`src/rtl/mac_pe.sv`:
```
// mac_pe: multiply-accumulate processing element for the systolic matrix array.
// Operand registers feed a product register, which feeds a 32-bit wrapping
// accumulator. Each stage has its own enable, and the operands are forwarded
// to the neighbouring element on o_a_out/o_b_out.
// Build option: define MAC_SIGNED_EN for two's-complement operands, a signed
// product and a sign-extended accumulate. Without it, all arithmetic is
// unsigned with zero-extension.
module mac_pe (
  input  logic        i_clk,
  input  logic        i_rst_n,
  input  logic [7:0]  i_a_in,
  input  logic [7:0]  i_b_in,
  input  logic        i_load_en,
  input  logic        i_mult_en,
  input  logic        i_acc_en,
  output logic [7:0]  o_a_out,
  output logic [7:0]  o_b_out,
  output logic [31:0] o_acc_out
);

  localparam int DATA_W = 8;
  localparam int PROD_W = 2 * DATA_W;
  localparam int ACC_W  = 32;

  logic [DATA_W-1:0] r_a_p0;
  logic [DATA_W-1:0] r_b_p0;
  logic [PROD_W-1:0] r_x_p1;
  logic [ACC_W-1:0]  r_acc_p2;
  logic [PROD_W-1:0] w_prod;
  logic [ACC_W-1:0]  w_addend;

  // Full-width product of the two operand registers; no bits are dropped.
  function automatic logic [PROD_W-1:0] mul_full(input logic [DATA_W-1:0] a,
                                                 input logic [DATA_W-1:0] b);
`ifdef MAC_SIGNED_EN
    logic signed [PROD_W-1:0] p;
    p = PROD_W'($signed(a)) * PROD_W'($signed(b));
    return p;
`else
    logic [PROD_W-1:0] p;
    p = PROD_W'(a) * PROD_W'(b);
    return p;
`endif
  endfunction

  // Widen the product to accumulator width (sign- or zero-extended).
  function automatic logic [ACC_W-1:0] widen(input logic [PROD_W-1:0] x);
`ifdef MAC_SIGNED_EN
    logic signed [PROD_W-1:0] xs;
    xs = $signed(x);
    return ACC_W'(xs);
`else
    return ACC_W'(x);
`endif
  endfunction

  assign w_prod   = mul_full(r_a_p0, r_b_p0);
  assign w_addend = widen(r_x_p1);

  // ---- stage p0: operand capture, forwarded to the next element ----
  // Latch a new operand pair when load_en is high; otherwise hold.
  always_ff @(posedge i_clk or negedge i_rst_n) begin
    if (!i_rst_n) begin
      r_a_p0 <= '0;
      r_b_p0 <= '0;
    end else if (i_load_en) begin
      r_a_p0 <= i_a_in;
      r_b_p0 <= i_b_in;
    end
  end

  // ---- stage p1: product register ----
  // Capture the product of the pre-edge operands when mult_en is high.
  always_ff @(posedge i_clk or negedge i_rst_n) begin
    if (!i_rst_n) begin
      r_x_p1 <= '0;
    end else if (i_mult_en) begin
      r_x_p1 <= w_prod;
    end
  end

  // ---- stage p2: accumulator ----
  // Add the pre-edge product into the accumulator, wrapping modulo 2^32.
  always_ff @(posedge i_clk or negedge i_rst_n) begin
    if (!i_rst_n) begin
      r_acc_p2 <= '0;
    end else if (i_acc_en) begin
      r_acc_p2 <= r_acc_p2 + w_addend;
    end
  end

  assign o_a_out   = r_a_p0;
  assign o_b_out   = r_b_p0;
  assign o_acc_out = r_acc_p2;

endmodule

```
`config.mk`:
```
export PLATFORM = sky130hd
export DESIGN_NAME = mac_pe
export DESIGN_NICKNAME = d
export VERILOG_FILES = /design/src/rtl/mac_pe.sv
export SDC_FILE = /design/constraint.sdc
export NUM_CORES = 1
export LEC_CHECK = 0
export ABC_AREA = 1
export CAP_MARGIN = 20
export CORE_AREA = 2 2 128 93
export CTS_BUF_LIST = sky130_fd_sc_hd__clkbuf_16
export DETAILED_ROUTE_END_ITERATION = 8
export DIE_AREA = 0 0 130 95
export MAX_ROUTING_LAYER = met4
export PLACE_DENSITY = 0.88
export SYNTH_ARGS = -nofsm -noshare
export SYNTH_HDL_FRONTEND = slang
export SYNTH_SLANG_ARGS = --single-unit
```
`constraint.sdc`:
```
create_clock -name i_clk -period 4.5 [get_ports i_clk]
set_input_delay 0.9 -clock i_clk [delete_from_list [all_inputs] [get_ports i_clk]]
set_output_delay 0.9 -clock i_clk [all_outputs]
set_load 0.01 [all_outputs]
```
==> impl_metrics.tcl <==
set metrics [dict create \
    p_total_uw 4710 \
    yosys_warnings 0 \
    async_reset_ff_share_pct 100 \
    postSynthAreaPerCell_um2 6.92 \
    netlist.area_leader.share_pct 25.5 \
    grt_pass1_vias 5243 \
    clock_latency_ns 0.34 \
    crit_path_end_kind "flop" \
    critPathTopFamily "adder cells" \
    antenna_found_initial 0 \
    highest_layer "met4" \
    ir_drop_mv 0.401 \
    cts_sinks 64 \
    grt_max_degree 41 \
    drt_pass1_iterations 5 \
    place_ws_ns 0.344 \
    power_density_mw_per_mm2 639 \
    fin_skew_ns 0.00630 \
    cts_buffers 9 \
    leakagePower_uw 0.00416 \
    wl_per_cell_um 13.9 \
    cts_max_level 3 \
    antennaDiodeCount 0 \
    tritoncts "yes" \
    crit_buf_inv 3 \
    crit_fanout 10 \
    synth_edf_count 0 \
    synthCells 908 \
    grt_overflow 0 \
    synth.most_common_cell "nand2_1" \
    place_hpwl_um 12500 \
    slowest_delay_ns 0.55 \
    synth_area_leaders "dfrtp_1 (25%), nand2_1 (19%), inv_1 (12%), fa_1 (12%), ha_1 (10%)" \
    dp.cells 1111 \
    critical_path_required_ns 4.67 \
    report.final.hold_viol_count 0 \
    worstPathArrival_ns 4.33 \
    synth_area_leader_cell "dfrtp_1" \
    maxSlewViolCount 0 \
    route.met2.wl_um 6330 \
    period_needed_ns 4.16 \
    fmax_mhz 241 \
    gr-usage-all-layers_pct 28.3 \
    finalWorstSetupSlack_ns 0.343 \
    die-area_mm2 0.0124 \
    crit_chain "nand2_1, fa_1, fa_1, inv_1, fa_1, inv_1, fa_1, inv_1, ha_1, nand2_1, nand2_1, nand2_1, nand2_1, a21oi_1, xor2_1, o21ai_0" \
    fillCellCount 972 \
    hp-class "flop to flop" \
    ys_seq_area_share_pct 25.5 \
    crit_type "flop to flop" \
    postCtsSetupBuffers 0 \
    core_area_mm2 0.0113 \
    nets 1075 \
    wirelength_um 15700 \
    multi_input_area_mm2 0.00383 \
    ant_nets 0 \
    gp_congestion 0.946 \
    fin_cells 1127 \
    area_growth_pct 17.4 \
    run_status "complete, no violations" \
    clock_path_buffers 2 \
    initial_core_util_pct 55.8 \
    worstMarginPinSlew_ns 0.759 \
    die_x_um 130 \
    grt_pass1_wl_um 26100 \
    synthFlopType "dfrtp_1" \
    syn_nets 1018 \
    row_count 33 \
    post_route_cells_drive_above_1_share_pct 6.39 \
    period_share_pct 92.4 \
    routed-via-count 5749 \
    dr_wl_met3_um 1490 \
    io_buffers 68 \
    slew_headroom_pct 49.3 \
    finalSetupViolCount 0 \
    synth.distinct_cells 30 \
    holdBufCountCts 0 \
    crit_slowest_cell "fa_1" \
    worstSetupStartpointType "flop" \
    vias_per_cell 5.10 \
    synth_area_mm2 0.00628 \
    tns_ns 0 \
    ff_latch_area_mm2 0.00160 \
    drt_iter0_drc 640 \
    root_buffer "clkbuf_16" \
    maxCapViolations 0 \
    cts.clk_slew.worst_paths_ns 0.06 \
    drc 0 \
    pin_count 69 \
    cp_common_cell "nand2_1" \
    die_h_um 95 \
    grt_setup_unrepaired "false" \
    synthTopCellsByCount "nand2_1 (319), inv_1 (198), dfrtp_1 (64), ha_1 (52), nand3_1 (50)" \
    routedLengthMet1_um 7700 \
    synth_seq_cells 64 \
]
routing by layer:
| layer | vias up | track usage (%) |
|---|---|---|
| met5 | - | - |
| met3 | 16 | 7.14 |
| li1 | 2846 | - |
| met1 | 2631 | 41.6 |
| met2 | 256 | 39.5 |
| met4 | 0 | 5.20 |
worst register-to-register path: stages (launching register included):
cell and delay (ns):
dfrtp_1 0.52, nand2_1 0.13, fa_1 0.52, fa_1 0.54
inv_1 0.05, fa_1 0.55, inv_1 0.07, fa_1 0.53
inv_1 0.04, ha_1 0.35, nand2_1 0.08, nand2_1 0.07
nand2_1 0.06, nand2_1 0.06, a21oi_1 0.15, xor2_1 0.16
o21ai_0 0.11
cells by family (layout without fill, tap and decap cells):
family	Yosys count	after routing	synth area share, %
multiplexers	14	14	2.51
flip-flops	64	64	25.5
buffers and inverters	225	287	13.6
AND/OR/NAND/NOR	461	461	31.1
AO/OA/AOI/OAI	44	44	3.66
XOR/XNOR	11	11	1.53
adder cells (fa/ha/maj)	89	89	22.1
cells in the final DEF, fill, tap and decap left out, types with 2 or more instances in the layout:
| cell | instances |
|---|---|
| a21oi_1 | 17 |
| buf_4 | 4 |
| clkbuf_16 | 9 |
| clkdlybuf4s50_1 | 67 |
| clkinv_1 | 2 |
| clkinvlp_4 | 2 |
| dfrtp_1 | 64 |
| fa_1 | 37 |
| ha_1 | 52 |
| inv_1 | 198 |
| mux2_2 | 14 |
| nand2_1 | 319 |
| nand2_2 | 10 |
| nand3_1 | 50 |
| nand3_2 | 7 |
| nand3b_1 | 6 |
| nand4_1 | 7 |
| nor2_1 | 41 |
| nor2_2 | 8 |
| nor3_1 | 5 |
| nor4_1 | 3 |
| o21ai_0 | 22 |
| o21bai_1 | 2 |
| or2_1 | 2 |
| xnor2_1 | 8 |
| xor2_1 | 3 |
layout make-up:
type / count / share of cell area [%]
clock buffers: 9 / 3.05
flip-flops and latches: 64 / 21.7
repair buffers: 72 / 9.56
inverters: 199 / 10.1
clock inverters: 7 / 0.966
multi-input cells: 619 / 51.9
well taps: 157 / 2.66
path summary, 6_finish.rpt:
path	start	endpoint	slack, ns	depth (start not counted)
max	o_b_out[7]$_DFFE_PN0P_	r_x_p1[10]$_DFFE_PN0P_	0.34	16
min	o_acc_out[31]$_DFFE_PN0P_	o_acc_out[31]$_DFFE_PN0P_	0.50	2
max reg2reg	o_b_out[7]$_DFFE_PN0P_	r_x_p1[10]$_DFFE_PN0P_	0.34	16
min reg2reg	o_acc_out[31]$_DFFE_PN0P_	o_acc_out[31]$_DFFE_PN0P_	0.50	2
max in group asynchronous	i_rst_n	o_b_out[4]$_DFFE_PN0P_	2.99	2
min in group asynchronous	i_rst_n	o_acc_out[4]$_DFFE_PN0P_	0.56	1
sequential cells by signal, summed over array words and instances, names as in the netlist:
name,count
o_b_out,8
r_x_p1,16
o_a_out,8
o_acc_out,32
what timing repair did:
item,4_1_cts,5_1_grt
endpoints found under the setup margin,0,1
hold endpoints to repair,0,0
resized for setup,0,1
through the flow:
stage               utilization [%]  hold WS (ns)  instance area [µm²]
floorplan                         -         0.446                 6280
finish                         65.5         0.500                 7380
CTS                            65.4         0.503                 7380
global route                   65.5         0.519                 7380
detailed placement             62.8         0.489                 7080
global placement               62.8         0.477                 7080
report_power, final:
| group | leakage [µW] | internal (µW) | switching (µW) | total, µW |
|---|---|---|---|---|
| clock | 0.000139 | 428 | 275 | 703 |
| combinational | 0.00322 | 1200 | 1870 | 3070 |
| sequential | 0.000802 | 744 | 197 | 941 |
| total | 0.00416 | 2370 | 2350 | 4710 |
No activity file was read; power rests on OpenSTA's default activity.
